--- config.mk ---
export PLATFORM = sky130hd
export DESIGN_NAME = aluctr_unit
export DESIGN_NICKNAME = d
export VERILOG_FILES = /design/src/rtl/aluctr_unit.sv
export SDC_FILE = /design/constraint.sdc
export NUM_CORES = 1
export LEC_CHECK = 0
export ABC_AREA = 1
export CORE_AREA = 3 3 40 42
export DETAILED_ROUTE_END_ITERATION = 10
export DIE_AREA = 0 0 43 45
export PLACE_DENSITY = 0.48
export SLEW_MARGIN = 20
export SYNTH_ARGS = -nofsm -noshare
export SYNTH_HDL_FRONTEND = slang
export SYNTH_SLANG_ARGS = --single-unit
--- constraint.sdc ---
create_clock -name clock -period 1.1 [get_ports clock]
set_clock_uncertainty 0.15 [all_clocks]
set_input_delay 0.22 -clock clock [delete_from_list [all_inputs] [get_ports clock]]
set_output_delay 0.22 -clock clock [all_outputs]
set_load 0.01 [all_outputs]
--- src/rtl/aluctr_unit.sv ---
// ALU control decoder: maps the main-control operation class and the
// instruction funct field to a 3-bit ALU operation select.
// The decode is purely combinational and registered once, so both outputs
// show the decode of the inputs sampled at the previous rising edge.
// func[5:4] do not take part in the decode.

module aluctr_unit (
  input  logic       clock,
  input  logic       reset,
  input  logic [1:0] ALUOp,
  input  logic [5:0] func,
  output logic [2:0] ALUctr,
  output logic       illegal
);

  // ALU operation select codes; 011, 100 and 101 are never produced.
  typedef enum logic [2:0] {
    CTR_AND = 3'b000,
    CTR_OR  = 3'b001,
    CTR_ADD = 3'b010,
    CTR_SUB = 3'b110,
    CTR_SLT = 3'b111
  } alu_ctr_e;

  // Operation class coming from main control.
  typedef enum logic [1:0] {
    OP_MEM    = 2'b00,
    OP_BRANCH = 2'b01,
    OP_RTYPE  = 2'b10,
    OP_RSVD   = 2'b11
  } alu_op_e;

  alu_ctr_e ctr_next;
  logic     illegal_next;

  // Upper funct bits are don't-care for every instruction this block decodes.
  logic unused_func_hi;
  assign unused_func_hi = ^func[5:4];

  // Decode operation class and funct into the next ALU select and legality flag.
  always_comb begin
    // NOTE: every output of this block gets a default before the case, so no
    // path leaves a value unassigned and no latch is inferred.
    ctr_next     = CTR_ADD;
    illegal_next = 1'b0;
    case (alu_op_e'(ALUOp))
      OP_MEM:    ctr_next = CTR_ADD;
      OP_BRANCH: ctr_next = CTR_SUB;
      OP_RTYPE: begin
        case (func[3:0])
          4'b0000: ctr_next = CTR_ADD;
          4'b0010: ctr_next = CTR_SUB;
          4'b0100: ctr_next = CTR_AND;
          4'b0101: ctr_next = CTR_OR;
          4'b1010: ctr_next = CTR_SLT;
          default: begin
            ctr_next     = CTR_ADD;
            illegal_next = 1'b1;
          end
        endcase
      end
      OP_RSVD: begin
        ctr_next     = CTR_ADD;
        illegal_next = 1'b1;
      end
      default: begin
        ctr_next     = CTR_ADD;
        illegal_next = 1'b1;
      end
    endcase
  end

  // Output registers; synchronous reset wins over the decode on the same edge.
  always_ff @(posedge clock) begin
    // NOTE: state is updated with non-blocking assignments so every register
    // samples values from before the edge, independent of statement order.
    if (reset) begin
      ALUctr  <= CTR_AND;
      illegal <= 1'b0;
    end else begin
      ALUctr  <= ctr_next;
      illegal <= illegal_next;
    end
  end

endmodule

; After elaboration in Yosys (flattened, before gate mapping)
; Index checks and enable logic that the tools add are counted.
[totals]
register_bits = 4
inputBits = 10
wordCells = 17
[classes]
eq_ne = 7
n_mux = 4
n_reduce_logical = 4
[op_table]
columns = cell, count
row1 = $pmux 3 s4, 1
row2 = $pmux 3 s3, 1
row3 = $eq 4x3->1 const B, 2
row4 = $reduce_or 5->1, 1
row5 = $eq 2x2->1 const B, 2
row6 = $eq 4x2->1 const B, 1
row7 = $eq 4x4->1 const B, 1
row8 = $logic_not 4->1, 1
row9 = $eq 2x1->1 const B, 1
row10 = $logic_not 2->1, 1
row11 = $pmux 1 s2, 1
row12 = $reduce_or 2->1, 1
row13 = $mux 1, 1

; Longest topological paths before layout
; Gate-level depths: netlist of run 1.
[depth]
ltp_word = 4
mapped_depth = 7
ltp_nobuf = 7

; Least setup slack after synthesis of run 1
; No wires, ideal clock.
[synth_timing]
kind = input port to flip-flop
startpoint = input ALUOp[0]
endpoint = register ALUctr[2]
stages = 5
required_time_ns = 0.835
path_slack_ns = 0.113
arrival_ns = 0.722
setup_time_ns = 0.115
path_cell_list = inv_1 ha_1 nor2_1 a31oi_1 nor2_1
[synth_via]
elab_chain_len = 3
word_cells_on_any_way = 6
classes_between = eq/ne (3) / mux (1) / reduce/logical (2)
[synth_lines]
columns = element, line
row1 = from (decl), 10  ; input logic [1:0] ALUOp,
row2 = $eq 2x2->1 / $logic_not 2->1 (equally long branches), 46  ; case (alu_op_e'(ALUOp))
row3 = $reduce_or 2->1 (no line), --
row4 = $pmux 3 s3 (*), 46
row5 = to (signal assigned), 81  ; ALUctr <= ctr_next;
row6 = to (decl), 12  ; output logic [2:0] ALUctr,
; Mark *: on every way between the ends. The rest lies on a longest branch, timed or not.
; A chain may end at the register's enable or synchronous reset.

; Worst setup path after layout of run 1
[layout_timing]
startpoint = input ALUOp[1]
endpoint = register ALUctr[2]
; The elaborated chain is that of the path after synthesis.

==> metrics.cfg, run 1 <==
[status]
run_status = finished, final reports clean

[worst_setup_path]
crit_end = ALUctr[2]
slowest_stage = dlygate4sd2_1
path_class = primary input to register
crit_path_start_kind = primary input
worstPathRequired_ns = 1.07
worstSetupStartpoint = ALUOp[1]
crit_fanout = 2
path_cells = dlygate4sd2_1, ha_4, nor2_1, a31oi_1, nor2_1
cp-end-kind = register
cp.arrival_ns = 1.00
cpPeakStageDelay_ns = 0.27
worst_path_most_repeated_cell = nor2_1

[placement]
pre_cts_ws_ns = -0.4617
gp_congestion = 0.7101
portBuffers = 11
place_area_um2 = 395.4

[floorplanning]
die_height_um = 45
die_x_um = 43
core_area_um2 = 1285
die_area_um2 = 1935
initial_core_util_pct = 18.40
rows = 13
pin_count = 14

[power_and_ir_drop]
sw_frac_of_total_pct = 23.71
p_clk_share_pct = 41.2
pwr-share-seq_pct = 36.6
p_int_w = 0.0003257
p_leak_nw = 0.2172
cellPowerDensity_nw_per_um2 = 1059
p_sw_w = 0.0001012
combinationalPowerShare_pct = 22.3
vdd_drop_max_uv = 243.9
power_w = 0.0004268

[detailed_routing]
vias = 261
wl_per_cell_um = 6.985
postRouteAntennaNets = 0
vias_per_cell = 3.838
dr.pass1.iters = 2
wl_um = 475
drc = 0
drt_iter0_drc = 5

[clock_tree]
cts_made_buffers = 3
post_cts_buffers = 0
postCtsHoldBufs = 0
clock_path_buffers = 2
clockRootBuffer = clkbuf_4
clkSinkCount = 4
cts_tree = yes
htree_levels = 1
path_clk_slew_ns = 0.04

[yosys]
synthTopCellsByArea = dfxtp_1 34%, ha_1 16%, nor2_1 13%
synth_area_um2 = 236.5
synth_top_area_cell = dfxtp_1
synth_commonest_cells = 8 x nor2_1, 6 x inv_1, 5 x nand2_1
yosysWarnings = 0
synth.top_cell.area_share_pct = 33.86
synth-async-reset-ratio_pct = 0
ys_seq_area_share_pct = 33.86
synthFlopType = dfxtp_1
ys_types = 10
avgSynthCellArea_um2 = 6.756
ys_ff_latch = 4
synth_edf_count = 0
synth.most_common_cell = nor2_1
synthesis.nets = 48
synthCells = 35

[global_route]
grt_usage_pct = 6.078
grt_pass1_wl_um = 841
grt-ovfl-total = 0
grt_pass1_vias = 241
grt_start_max_net_pins = 6
antenna_found_initial = 0

[timing]
tightest_slew_ns = 0.1469
setup_violations = 0
setup_ws_ns = 0.07059
fmax_mhz = 971.4
finalMaxSlewViolations = 0
relSlewSlack_pct = 90.16
tns_ns = 0
fin_crit_sh_pct = 93.58
min_period_ns = 1.029
timing_hold_violations_final = 0
grt_setup_unrepaired = no

[run]
maxCapViolCount = 0

[final_layout]
nets = 68
final_util_pct = 31.35
stdcell_area_um2 = 402.9
n_fill_cell = 140
drive_above_1_share_pct = 30.19
n_antenna_cell = 0
area_growth_pct = 70.37

[worst_hold_path]
hp-class = primary input to register

## routing by layer
metal	routed length [um]	global-route usage, %
met4	0	5.422
met3	46	2.789
met2	222	9.581
met5	0	0
met1	207	6.024
## metrics by stage
stage | hold WS (ns) | std cells
2_1_floorplan | 0.1391 | 35
3_3_place_gp | 0.6918 | 65
3_5_place_dp | 0.6974 | 65
4_1_cts | 0.3629 | 68
5_1_grt | 0.4077 | 68
6_report | 0.3611 | 68
## cell families after synthesis
| logic type | after synthesis | synth area share (%) |
|---|---|---|
| buffers and inverters | 7 | 11.11 |
| AND/OR/NAND/NOR | 18 | 32.27 |
| adder cells (fa/ha/maj) | 3 | 15.87 |
| AO/OA/AOI/OAI | 3 | 6.880 |
| flip-flops | 4 | 33.86 |
## area by class of cell
cell class,instances,area (um2),area share [%]
timing repair buffer,15,112.6,27.95
multi-input combinational,24,142.6,35.40
clock buffer,3,22.52,5.590
sequential,4,80.08,19.88
tap,15,18.77,4.658
inverter,7,26.28,6.522
## power by group through the flow
stage / logic (W) / clock network (W) / registers, W
after floorplan: 0.0000355 / 0 / 0.000164
after global placement: 0.000107 / 0 / 0.000159
after detailed placement: 0.000106 / 0 / 0.000159
after CTS: 0.0000967 / 0.000188 / 0.000156
after global routing: 0.000108 / 0.000194 / 0.000157
final: 0.0000950 / 0.000176 / 0.000156
## critical path: cells and delay by family
| kind | cells | cell delay (ns) |
|---|---|---|
| buffers and inverters | 1 | 0.27 |
| adders and majority gates | 1 | 0.27 |
| AOI/OAI and AO/OA | 1 | 0.15 |
| and+or+nand+nor | 2 | 0.09 |
## how the worst min path moves through the flow
stage                     startpoint         to  slack [ns]  cells past startpoint
final                        func[3]  ALUctr[0]        0.36                      6
after global routing         func[3]  ALUctr[0]        0.41                      6
after CTS                    func[3]  ALUctr[0]        0.36                      6
after detailed placement       reset  ALUctr[0]        0.70                      2
after global placement         reset  ALUctr[2]        0.69                      2
after floorplan                reset  ALUctr[1]        0.14                      1
## what timing repair did
action	CTS	global route
setup endpoints to repair	8	0
endpoints found under the hold margin	0	0
resized for setup	24	0
## registers in the layout (all words and copies together), names as in the netlist
| signal | cells |
|---|---|
| ALUctr | 3 |
| illegal | 1 |
## layout by cell type (no fill, tap or decap)
master	netlist	routed
a21oi_1	2	2
a31oi_1	1	1
buf_2	0	4
buf_4	0	4
clkbuf_4	0	3
clkdlybuf4s50_1	0	1
dfxtp_1	4	4
dlygate4sd2_1	0	6
ha_1	3	2
ha_4	0	1
inv_1	6	5
inv_2	1	2
nand2_1	5	5
nand3_1	3	3
nor2_1	8	8
nor2_2	2	2
No activity file was read; power rests on OpenSTA's default activity.
==> inputs of run 2 (changes only) <==
- clock period: 1.1 -> 1.3 ns (I/O delays scaled with it)
==> metrics.cfg, run 2 (synthesis results as in run 1) <==
[placement]
gp_congestion = 0.7235  ; +1.9%
dp_hpwl_um = 426.1
portBuffers = 11  ; unchanged

[floorplanning]
rows = 13  ; unchanged
die_height_um = 45  ; unchanged
core_area_um2 = 1285  ; unchanged
die_area_um2 = 1935  ; unchanged
initial_core_util_pct = 18.40  ; unchanged
die_x_um = 43  ; unchanged
pin_count = 14  ; unchanged

[final_layout]
multi_input_area_um2 = 142.6  ; unchanged
nets = 68  ; unchanged
final_util_pct = 34.27  ; +2.9 points
area_growth_pct = 86.24
reg.largest.list = ALUctr x3, illegal x1
n_antenna_cell = 0  ; unchanged
ff_latch_area_um2 = 80.08  ; unchanged
layout_commonest_cell = nor2_1
drive_above_1_share_pct = 22.64  ; -7.5 points
regMostFlops = ALUctr
layout_common_cells = 8 x nor2_1, 6 x dlymetal6s2s_1, 5 x inv_1, 5 x nand2_1
n_fill_cell = 142  ; +1.4%
largest_register_ffs = 3  ; unchanged

[status]
run_status = finished, final reports clean

[worst_setup_path]
worstPathBufferInverterCount = 1  ; unchanged
cp-end-kind = output port
crit_family = flip-flops
path_class = register to output port
crit_end = ALUctr[0]
crit_fanout = 1  ; -1
path_depth = 1  ; -4
worstPathRequired_ns = 0.89  ; -0.18 ns
path_cells = dlygate4sd2_1
cp.arrival_ns = 0.78  ; -0.22 ns
crit_path_start_kind = register
cpPeakStageDelay_ns = 0.28  ; about the same
worstSetupStartpoint = ALUctr[0]
slowest_stage = dfxtp_1

[detailed_routing]
vias_per_cell = 3.735  ; -2.7%
drt_iter0_drc = 3  ; -2
drc = 0  ; unchanged
dr.pass1.iters = 2  ; unchanged
vias = 254  ; -2.7%
wl_um = 519  ; +9.3%
dr_wl_met2_um = 230  ; +3.6%
wl_per_cell_um = 7.632  ; +9.3%
wl_met1_um = 256  ; +24%
wl_met3_um = 32  ; -30%
postRouteAntennaNets = 0  ; unchanged
maxUsedRoutingLayer = met3

[timing]
relSlewSlack_pct = 86.57  ; -3.6 points
grt_setup_unrepaired = no
min_period_ns = 1.192
fin_crit_sh_pct = 91.67
setup_violations = 0  ; unchanged
timing_hold_violations_final = 0  ; unchanged
fmax_mhz = 839.1
hold_ws_ns = 0.3074  ; -0.05377 ns
tightest_slew_ns = 0.2011  ; +0.05427 ns
finalMaxSlewViolations = 0  ; unchanged

[global_route]
grt_pass1_vias = 255  ; +5.8%
grt_usage_pct = 6.656  ; +0.58 points
grt-ovfl-total = 0  ; unchanged
grt_pass1_wl_um = 945  ; +12%
grt_start_max_net_pins = 6  ; unchanged
antenna_found_initial = 0  ; unchanged

[clock_tree]
clockRootBuffer = clkbuf_4
htree_levels = 1  ; unchanged
postCtsHoldBufs = 0  ; unchanged
path_clk_slew_ns = 0.04  ; about the same
clkSinkCount = 4  ; unchanged
cts_made_buffers = 3  ; unchanged
cts_tree = yes
clock_path_buffers = 2  ; unchanged
post_cts_buffers = 0  ; unchanged

[power_and_ir_drop]
power_w = 0.0003667  ; -14%
p_leak_nw = 0.2726  ; +26%
vdd_drop_max_uv = 167.8  ; -31%
cellPowerDensity_nw_per_um2 = 832.6  ; -21%

[worst_hold_path]
hold_path_depth = 6  ; unchanged
hp-class = primary input to register

[run]
maxCapViolCount = 0  ; unchanged

[run 2: cell type report]
class	instances	share of cell area [%]
Tap cell	15	4.261
Multi-Input combinational cell	24	32.39
Inverter	7	5.966
Sequential cell	4	18.18
Timing Repair Buffer	15	34.09
Clock buffer	3	5.114
[run 2: how the worst min path moves through the flow]
| stage | slack [ns] | endpoint | startpoint |
|---|---|---|---|
| 2_1_floorplan | 0.18 | ALUctr[1] | reset |
| 3_3_place_gp | 0.74 | ALUctr[2] | reset |
| 3_5_place_dp | 0.73 | ALUctr[2] | reset |
| 4_1_cts | 0.49 | ALUctr[2] | reset |
| 5_1_grt | 0.34 | ALUctr[0] | func[3] |
| 6_report | 0.31 | ALUctr[0] | func[3] |
[run 2: metrics by stage]
| stage | setup TNS [ns] | cell area [um2] | instances | setup slack, ns |
|---|---|---|---|---|
| final | 0 | 440.4 | 68 | 0.1083 |
| after global routing | 0 | 440.4 | 68 | 0.06248 |
| after CTS | 0 | 425.4 | 68 | 0.001887 |
| after detailed placement | -0.9308 | 395.4 | 65 | -0.2664 |
| after global placement | -0.9346 | 395.4 | 65 | -0.2740 |
| after floorplan | 0 | 236.5 | 35 | 0.2727 |
[run 2: timing repair]
| item | 4_1_cts | 5_1_grt |
|---|---|---|
| endpoints found under the setup margin | 7 | 4 |
| pin swaps | 1 | 0 |
| gates resized for setup | 6 | 6 |
[run 2: layer usage]
layer | vias to the layer above | GRT usage (%)
li1 | 144 | -
met1 | 103 | 7.212
met2 | 7 | 10.48
met3 | 0 | 2.390
met4 | 0 | 5.422
met5 | - | 0
[run 2: report_power, final]
part | switching, W | leakage (nW) | internal, W | total [W]
clock network | 0.0000441 | 0.0138 | 0.000103 | 0.000147
registers | 0.00000121 | 0.0330 | 0.000131 | 0.000132
logic | 0.0000393 | 0.226 | 0.0000484 | 0.0000877
